### config.mk
export PLATFORM = sky130hd
export DESIGN_NAME = dac_spi_tx
export DESIGN_NICKNAME = d
export VERILOG_FILES = /design/src/rtl/dac_spi_tx.sv
export SDC_FILE = /design/constraint.sdc
export NUM_CORES = 1
export LEC_CHECK = 0
export CAP_MARGIN = 20
export CORE_ASPECT_RATIO = 0.8
export CORE_UTILIZATION = 55
export DETAILED_ROUTE_END_ITERATION = 10
export PLACE_DENSITY_LB_ADDON = 0.2
export SYNTH_ARGS = -nofsm -noshare
export SYNTH_HDL_FRONTEND = slang
export SYNTH_SLANG_ARGS = --single-unit
export TNS_END_PERCENT = 30
### constraint.sdc
create_clock -name i_clk -period 3.9 [get_ports i_clk]
set_clock_uncertainty 0.2 [all_clocks]
set_input_delay 0.78 -clock i_clk [delete_from_list [all_inputs] [get_ports i_clk]]
set_output_delay 0.78 -clock i_clk [all_outputs]
set_load 0.01 [all_outputs]
### src/rtl/dac_spi_tx.sv
// SPI transmitter for a dual-channel 12-bit DAC: sends one or two 16-bit frames
// (channel A first), then pulses ldac_n to latch both outputs together.
module dac_spi_tx #(
  parameter int unsigned CLK_DIV  = 2,
  parameter int unsigned CS_GAP   = 4,
  parameter int unsigned LDAC_W   = 2,
  parameter logic [3:0]  CFG_BITS = 4'b0011
) (
  input  logic        i_clk,
  input  logic        i_rst_n,
  input  logic        i_clk_sampling,
  input  logic        i_enableA,
  input  logic        i_enableB,
  input  logic [11:0] i_dacA_word,
  input  logic [11:0] i_dacB_word,
  output logic        o_cs_n,
  output logic        o_sck,
  output logic        o_sdi,
  output logic        o_ldac_n,
  output logic        o_busy,
  output logic        o_done,
  output logic        o_overrun
);

  localparam logic [1:0] S_IDLE  = 2'd0;
  localparam logic [1:0] S_SHIFT = 2'd1;
  localparam logic [1:0] S_GAP   = 2'd2;
  localparam logic [1:0] S_LDAC  = 2'd3;

  localparam logic [7:0] DIV_LAST  = 8'(CLK_DIV - 1);
  localparam logic [7:0] GAP_LAST  = 8'(CS_GAP - 1);
  localparam logic [7:0] LDAC_LAST = 8'(LDAC_W - 1);

  logic [1:0]  r_state;
  logic        r_cs_n;
  logic        r_sck;
  logic        r_sdi;
  logic        r_ldac_n;
  logic        r_done;
  logic        r_overrun;
  logic [15:0] r_shift;
  logic [7:0]  r_divCnt;
  logic [4:0]  r_halfCnt;
  logic [7:0]  r_gapCnt;
  logic [7:0]  r_ldacCnt;
  logic [11:0] r_wordB;
  logic        r_pendB;

  logic [15:0] w_frameA;
  logic [15:0] w_frameBIn;
  logic [15:0] w_frameBLat;
  logic        w_accept;
  logic        w_divTick;

  assign w_frameA    = {1'b0, CFG_BITS[2:0], i_dacA_word};
  assign w_frameBIn  = {1'b1, CFG_BITS[2:0], i_dacB_word};
  assign w_frameBLat = {1'b1, CFG_BITS[2:0], r_wordB};
  assign w_accept    = (r_state == S_IDLE) && i_clk_sampling && (i_enableA || i_enableB);
  assign w_divTick   = (r_divCnt == DIV_LAST);

  // r_halfCnt counts sck half-periods; the 32nd ends the frame on a falling edge
  always_ff @(posedge i_clk) begin
    if (!i_rst_n) begin
      r_state   <= S_IDLE;
      r_cs_n    <= 1'b1;
      r_sck     <= 1'b0;
      r_sdi     <= 1'b0;
      r_ldac_n  <= 1'b1;
      r_done    <= 1'b0;
      r_overrun <= 1'b0;
      r_shift   <= 16'd0;
      r_divCnt  <= 8'd0;
      r_halfCnt <= 5'd0;
      r_gapCnt  <= 8'd0;
      r_ldacCnt <= 8'd0;
      r_wordB   <= 12'd0;
      r_pendB   <= 1'b0;
    end else begin
      r_done    <= 1'b0;
      r_overrun <= i_clk_sampling && (r_state != S_IDLE);
      case (r_state)
        S_IDLE: begin
          if (w_accept) begin
            r_state   <= S_SHIFT;
            r_cs_n    <= 1'b0;
            r_sck     <= 1'b0;
            r_divCnt  <= 8'd0;
            r_halfCnt <= 5'd0;
            r_wordB   <= i_dacB_word;
            r_pendB   <= i_enableA && i_enableB;
            if (i_enableA) begin
              r_shift <= w_frameA;
              r_sdi   <= w_frameA[15];
            end else begin
              r_shift <= w_frameBIn;
              r_sdi   <= w_frameBIn[15];
            end
          end
        end
        S_SHIFT: begin
          if (w_divTick) begin
            r_divCnt  <= 8'd0;
            r_halfCnt <= r_halfCnt + 5'd1;
            if (!r_sck) begin
              r_sck <= 1'b1;
            end else if (r_halfCnt == 5'd31) begin
              r_state  <= S_GAP;
              r_sck    <= 1'b0;
              r_cs_n   <= 1'b1;
              r_sdi    <= 1'b0;
              r_gapCnt <= 8'd0;
            end else begin
              r_sck   <= 1'b0;
              r_shift <= {r_shift[14:0], 1'b0};
              r_sdi   <= r_shift[14];
            end
          end else begin
            r_divCnt <= r_divCnt + 8'd1;
          end
        end
        S_GAP: begin
          if (r_gapCnt == GAP_LAST) begin
            if (r_pendB) begin
              r_pendB   <= 1'b0;
              r_state   <= S_SHIFT;
              r_cs_n    <= 1'b0;
              r_sck     <= 1'b0;
              r_divCnt  <= 8'd0;
              r_halfCnt <= 5'd0;
              r_shift   <= w_frameBLat;
              r_sdi     <= w_frameBLat[15];
            end else begin
              r_state   <= S_LDAC;
              r_ldac_n  <= 1'b0;
              r_ldacCnt <= 8'd0;
            end
          end else begin
            r_gapCnt <= r_gapCnt + 8'd1;
          end
        end
        S_LDAC: begin
          if (r_ldacCnt == LDAC_LAST) begin
            r_state  <= S_IDLE;
            r_ldac_n <= 1'b1;
            r_done   <= 1'b1;
          end else begin
            r_ldacCnt <= r_ldacCnt + 8'd1;
          end
        end
        default: r_state <= S_IDLE;
      endcase
    end
  end

  assign o_cs_n    = r_cs_n;
  assign o_sck     = r_sck;
  assign o_sdi     = r_sdi;
  assign o_ldac_n  = r_ldac_n;
  assign o_busy    = (r_state != S_IDLE);
  assign o_done    = r_done;
  assign o_overrun = r_overrun;

endmodule

; Word-level counts from Yosys, hierarchy flattened
; Index checks and enable logic that the tools add are counted.
[classes]
n_addsub = 4
n_eq_ne = 18
mux = 61
reduce_logical = 23
[ops]
columns = cell, count
row1 = $mux W15, 6
row2 = $mux W8, 11
row3 = $pmux W15 S3, 1
row4 = $pmux W8 S2, 2
row5 = $add A8 B1 Y8 const B, 3
row6 = $pmux W8 S3, 1
row7 = $ne A2 B2 Y1 const B, 11
row8 = $mux W1, 21
row9 = $mux W5, 4
row10 = $eq A8 B1 Y1 const B, 2
row11 = $pmux W5 S3, 1
row12 = $mux W2, 7
row13 = $reduce_and A7 Y1, 2
row14 = $mux W12, 1
row15 = $reduce_and A4 Y1, 3
row16 = $reduce_and A6 Y1, 2
row17 = $reduce_and A5 Y1, 2
row18 = $pmux W1 S3, 3
row19 = $eq A8 B2 Y1 const B, 1
row20 = $pmux W2 S4, 1
row21 = $reduce_bool A2 Y1, 4
row22 = $add A5 B1 Y5 const B, 1
row23 = $eq A5 B5 Y1 const B, 1
row24 = $eq A2 B2 Y1 const B, 2
row25 = 8 further kinds, 13
[totals]
reg_bits = 65
wordCells = 120

; Longest topological paths before layout
; Gate-level depths: netlist (run 1).
[logic_depth]
ltp_word = 5
mapped_depth = 10
mapped_depth_nobuf = 8

; Worst setup path before layout (run 1)
; No wires, ideal clock.
[synth_timing]
kind = flip-flop to flip-flop
start = register r_halfCnt[0]
end = register r_shift[4]
arrival_ps = 2084
slack_ps = 1482
stages_incl_launch_ff = 10
period_less_slack_ps = 2418
path_cell_list = dfxtp_1 -> ha_1 -> and3_1 -> ha_1 -> a221o_1 -> or3b_4 -> buf_6 -> buf_2 -> nand3_1 -> o41ai_2
[synth_via]
elab_chain_len = 3
[synth_rtl]
columns = element, line
row1 = start: declaration, 43  ; logic [4:0] r_halfCnt;
row2 = start signal: assignment, 103  ; r_halfCnt <= r_halfCnt + 5'd1;
row3 = $eq A5 B5 Y1, 106  ; end else if (r_halfCnt == 5'd31) begin
row4 = $ne A2 B2 Y1 (no source line), --
row5 = $reduce_and A7 Y1 (no source line), --
row6 = end signal: assignment, 95  ; r_shift <= w_frameBIn;
row7 = end signal: assignment, 114  ; r_shift <= {r_shift[14:0], 1'b0};
row8 = end signal: assignment, 130  ; r_shift <= w_frameBLat;
row9 = end: declaration, 41  ; logic [15:0] r_shift;
; Every way passes these cells.
; A chain may end at the register's enable or synchronous reset.

; Worst setup path in the final report (run 1)
[layout_timing]
start = input port i_enableA
end = register r_shift[12]
[layout_via]
elab_chain_len = 4
[layout_rtl]
columns = element, line
row1 = start: declaration, 12  ; input logic i_enableA,
row2 = $logic_or A1 B1 Y1, 58  ; assign w_accept = (r_state == S_IDLE) && i_clk_sampling && (i_enableA || i_enableB);
row3 = $logic_and A1 B1 Y1, 58
row4 = $ne A2 B2 Y1 (no source line), --
row5 = $reduce_and A7 Y1 (no source line), --
row6 = end signal: assignment, 92  ; r_shift <= w_frameA;
row7 = end signal: assignment, 95
row8 = end signal: assignment, 114
; Every way passes these cells.

==> reports/results.ini, run 1 <==
[floorplanning]
start_util_pct = 57.4
die_y_um = 72.5
placementRows = 25
die_w_um = 90.1
die_area_um2 = 6520
core_um2 = 5940
io-pin-count = 36

[worst_setup_path]
crit_chain = clkdlybuf4s50_1 -> o21ai_1 -> a221o_1 -> or3b_4 -> a2111oi_0 -> a211oi_1
crit_type = primary input to register
critPathCaptureType = register
critPathRequiredTime_ps = 3910
cpPeakStageDelay_ps = 570
cp_max_fo = 30
cp_slowest_cell = or3b_4
worstSetupStartpointType = primary input
arrival_ps = 2830

[global_routing]
grt_pass1_vias = 2786
grt_max_degree = 38
grt_overflow = 0
globalRouteTotalUtil_pct = 24.8
antenna_found_initial = 0
grt_pass1_wl_um = 12900

[synthesis]
ys_warn_count = 0
synthCells = 393
synth-async-reset-ratio_pct = 0
synthTopCellsByArea = dfxtp_1 (38%), mux2i_1 (5.3%), o41ai_2 (4.8%)
yosysTopAreaCell = dfxtp_1
synth_commonest_cells = dfxtp_1 (65), nor2_1 (43), nand2_1 (27)
yosysSeqAreaShare_pct = 38.1
syn_nets = 434
yosysTopAreaCellShare_pct = 38.1
netlist_area_um2 = 3410
synth_edf_count = 0
ys_seq_elements = 65
syn_avg_cell_area_um2 = 8.68
synth.most_common_cell = dfxtp_1
ys.flop_type = dfxtp_1
ys_types = 53

[cts]
cts.clk_slew.worst_paths_ps = 60
post_cts_resize_count = 0
clk_latency_ps = 340
ctsHoldBuffers = 0
cts_buffer_depth = 2
clock_sinks = 65
htreeDepth = 3
cts_buffers = 9
tritoncts = built
cts-root-buf = clkbuf_8
postCtsSetupRepairBufs = 0

[pwr]
power.density_nw_per_um2 = 544
leakagePower_uw = 0.00153
p_total_uw = 2150
ir_drop_v = 0.000278

[sta]
relSlewSlack_pct = 49.8
hold_viol_final = 0
worst_slack_ps = 1070
rsz0062_at_grt = no
finalCritPeriodShare_pct = 72.5
drv_slew = 0
fmax_mhz = 354
period_needed_ps = 2830
worst_pin_slew_ps = 753
fin_tns_setup_ps = 0
setup_viol = 0

[detailed_routing]
drt_iter0_drc = 195
drt_first_pass_iters = 4
drcViolationCount = 0
detail-route-antenna-nets = 0
viasPerCell = 5.97
wl_um = 7550
avgRoutedWirePerCell_um = 15.0
vias = 2996

[placement]
dpl.hpwl_um = 5110
placed_cells = 489
gp_congestion = 0.815
portBuffers = 35
place_ws_ps = 722

[run]
maxCapViolations = 0

[final_layout]
drive_gt1_share_pct = 8.08
fin_util_pct = 66.7
diodes = 0
layout.cells.non_filler = 502
nets = 460
syn_to_final_growth_pct = 16.1

[min_path]
hold_path_class = register to register

[run_status]
status = complete, no violations

[cell usage in the layout (no fill, tap or decap), types with 12 or more instances in the layout]
cell type | Yosys | routed
dfxtp_1 | 65 | 65
nor2_1 | 43 | 43
clkdlybuf4s50_1 | 0 | 35
nand2_1 | 27 | 27
o21ai_0 | 26 | 26
nand3_1 | 25 | 25
mux2i_1 | 18 | 18
inv_1 | 14 | 14
a21oi_1 | 12 | 12
ha_1 | 12 | 12
clkbuf_8 | 0 | 12
[critical path: cells and delay by family]
family	cells	cell delay (ps)
AO/OA/AOI/OAI	4	960
buffers and inverters	1	520
AND/OR/NAND/NOR	1	570
[power by group]
group | total, uW | leakage [uW] | internal (uW) | switching [uW]
registers | 853 | 0.000529 | 777 | 75.9
clock network | 513 | 0.0000875 | 273 | 241
logic | 788 | 0.000910 | 309 | 480
total | 2150 | 0.00153 | 1360 | 796
[area by class of cell]
cell class,instances,area [um2]
clock buffer,13,169
fill,503,1980
multi-input combinational,289,1950
timing repair buffer,40,388
sequential,65,1300
inverter,14,52.6
tap,81,101
[stage by stage]
step           area (um2)  hold slack [ps]
3_5_place_dp         3790              265
5_1_grt              3960              295
4_1_cts              3960              278
6_report             3960              281
3_3_place_gp         3790              256
2_1_floorplan        3410              236
[metal layers]
| metal | global-route usage (%) | up-vias | wire (um) | share of wire, % |
|---|---|---|---|---|
| li1 | - | 1496 | - | - |
| met1 | 33.5 | 1411 | 3670 | 49 |
| met2 | 39.3 | 82 | 3430 | 45 |
| met3 | 5.97 | 7 | 367 | 4.9 |
| met4 | 8.60 | 0 | 82 | 1.1 |
| met5 | 0 | - | 0 | 0 |
[flip-flops by register name, summed over array words and instances, names as in the netlist]
name	cells
r_shift	15
r_wordB	12
r_divCnt	8
r_gapCnt	8
r_ldacCnt	8
r_halfCnt	5
r_state	2
o_cs_n	1
o_done	1
o_ldac_n	1
o_overrun	1
o_sck	1
o_sdi	1
r_pendB	1
[cell families (layout without fill, tap and decap cells)]
logic type                 count (synthesis)  count (layout)  share of synthesized area [%]
and+or+nand+nor                          153             153                           23.1
AOI/OAI and AO/OA                         95              95                           21.5
DFF                                       65              65                           38.1
buffers and inverters                     39              67                           4.73
muxes                                     18              18                           5.28
adders and majority gates                 12              12                           4.40
xor gates and xnor gates                  11              11                           2.82
[final timing paths]
path	from	slack (ps)	cells after the start	end
min reg2reg	r_shift[6]	280	2	r_shift[6]
max reg2reg	r_state[0]	1090	8	r_shift[12]
min	r_shift[6]	280	2	r_shift[6]
max	i_enableA	1070	6	r_shift[12]
Power figures use the tool's default switching activity.
==> run 2, diff against run 1 <==
- clock period: 3.9 -> 2.78 ns (I/O delays scaled with it)
==> run 2 against run 1 <==
Effect of this change: count of clock-buffer cells in the layout shrank 2; critical endpoint unchanged; clock power up 40%; worst hold slack worse by 15 ps.
==> reports/results.ini, run 2 (synthesis results as in run 1) <==
[worst_setup_path]
arrival_ps = 2650  ; -180 ps
worstSetupStartpointType = register
critPathRequiredTime_ps = 2800  ; -1110 ps
cp_max_fo = 8  ; -73%
critPathCaptureType = register
crit_type = register to register

[final_layout]
diodes = 0  ; unchanged
largest_registers = r_shift (15), r_wordB (12)
mostFrequentLayoutCell = dfxtp_1
top_register = r_shift
drive_gt1_share_pct = 10.9  ; +2.8 points
final_area_um2 = 4080  ; +3.0%
syn_to_final_growth_pct = 19.6
most-common-layout-cells = dfxtp_1 (65), nor2_1 (43), clkdlybuf4s50_1 (35)
nets = 471  ; +2.4%
largest_reg_flops = 15  ; unchanged

[global_routing]
grt_max_degree = 35  ; -7.9%
antenna_found_initial = 0  ; unchanged
grt_pass1_wl_um = 13200  ; +1.8%
globalRouteTotalUtil_pct = 25.6  ; +0.76 points
grt_overflow = 0  ; unchanged
grt_pass1_vias = 2870  ; +3.0%

[detailed_routing]
viasPerCell = 6.03  ; +1.0%
detail-route-antenna-nets = 0  ; unchanged
avgRoutedWirePerCell_um = 15.1  ; +0.59%
vias = 3099  ; +3.4%
wl_um = 7780  ; +3.0%
drt_first_pass_iters = 5  ; +1
drcViolationCount = 0  ; unchanged
drt_iter0_drc = 159  ; -18%

[placement]
gp_congestion = 0.867  ; +6.4%
place_ws_ps = -28.3  ; -750 ps
dpl.hpwl_um = 5440  ; +6.6%
place_area_um2 = 3910  ; +3.2%
portBuffers = 35  ; unchanged

[cts]
cts_buffer_depth = 2  ; unchanged
clk_latency_ps = 350  ; about the same
postCtsSetupRepairBufs = 0  ; unchanged
htreeDepth = 3  ; unchanged
post_cts_resize_count = 0  ; unchanged
ctsHoldBuffers = 0  ; unchanged
tritoncts = built
cts_buffers = 9  ; unchanged
cts-root-buf = clkbuf_8
clock_sinks = 65  ; unchanged
cts.clk_slew.worst_paths_ps = 70  ; about the same

[sta]
fmax_mhz = 381
relSlewSlack_pct = 65.2  ; +15 points
hold_viol_final = 0  ; unchanged
drv_slew = 0  ; unchanged
period_needed_ps = 2630
worst_pin_slew_ps = 522  ; -231 ps
finalCritPeriodShare_pct = 94.5
rsz0062_at_grt = no
worst_slack_ps = 153  ; -920 ps
setup_viol = 0  ; unchanged

[floorplanning]
die_w_um = 90.1  ; unchanged
io-pin-count = 36  ; unchanged
placementRows = 25  ; unchanged
core_um2 = 5940  ; unchanged
die_area_um2 = 6520  ; unchanged
start_util_pct = 57.4  ; unchanged
die_y_um = 72.5  ; unchanged

[pwr]
p_switching_uw = 1180  ; +48%
combinationalPowerShare_pct = 39.4  ; +2.8 points
leakagePower_uw = 0.00159  ; +4.3%
clkPwrFrac_pct = 22.7  ; -1.1 points
p_int_uw = 1980  ; +46%
ir_drop_v = 0.000492  ; +77%
switching_share_pct = 37.2  ; +0.24 points
power.density_nw_per_um2 = 774  ; +42%
p_seq_share_pct = 37.9  ; -1.7 points

[run_status]
status = complete, no violations

[run]
maxCapViolations = 0  ; unchanged

[min_path]
hold_path_class = register to register

## run 2: cell types whose count changed in the layout (fill, tap and decap cells not counted)
cell / delta
buf_12: +3
clkinv_2: +2
clkbuf_8: -1
clkinvlp_4: +1
buf_4: +8
clkbuf_1: -1
## run 2: critical path, cell delays in order, from the launching register on
cell       delay [ps]
dfxtp_1           340
ha_1              230
and3_1            190
ha_1              220
a221o_1           360
or3b_4            470
a2111oi_0         390
a211oi_1           90
## run 2: cell type report
| type | instances | area, um2 |
|---|---|---|
| sequential | 65 | 1300 |
| timing repair buffer | 51 | 508 |
| clock buffer | 11 | 151 |
| multi-input combinational | 289 | 1950 |
| clock inverter | 3 | 17.5 |
| fill | 482 | 1860 |
| tap | 81 | 101 |
| inverter | 14 | 52.6 |
## run 2: power groups by stage
stage | logic (uW) | registers [uW] | clock network [uW]
4_1_cts | 1230 | 1200 | 732
3_3_place_gp | 1190 | 1210 | 0
6_report | 1240 | 1200 | 716
2_1_floorplan | 859 | 1190 | 0
3_5_place_dp | 1230 | 1210 | 0
5_1_grt | 1350 | 1220 | 762
## run 2: final timing paths
| kind | from | endpoint | slack (ps) | cells after the start |
|---|---|---|---|---|
| hold reg to reg | r_shift[6] | r_shift[6] | 270 | 2 |
| setup / recovery | r_halfCnt[0] | r_shift[12] | 150 | 7 |
| setup reg to reg | r_halfCnt[0] | r_shift[12] | 150 | 7 |
| hold / removal | r_shift[6] | r_shift[6] | 270 | 2 |
## run 2: layer usage
metal	global-route usage (%)	routed length, um
met5	0	0
met4	11.8	145
met3	6.08	479
met2	40.2	3560
met1	33.7	3590
## run 2: per-stage QoR
| stage | hold WS [ps] | utilization, % | TNS (ps) | total power (uW) | instances |
|---|---|---|---|---|---|
| final | 266 | 68.7 | 0 | 3160 | 514 |
| after global routing | 291 | 68.7 | 0 | 3330 | 514 |
| after CTS | 267 | 68.7 | 0 | 3160 | 514 |
| after detailed placement | 256 | 65.8 | -42.2 | 2440 | 500 |
| after global placement | 253 | 65.8 | 0 | 2410 | 500 |
| after floorplan | 236 | - | 0 | 2050 | 393 |
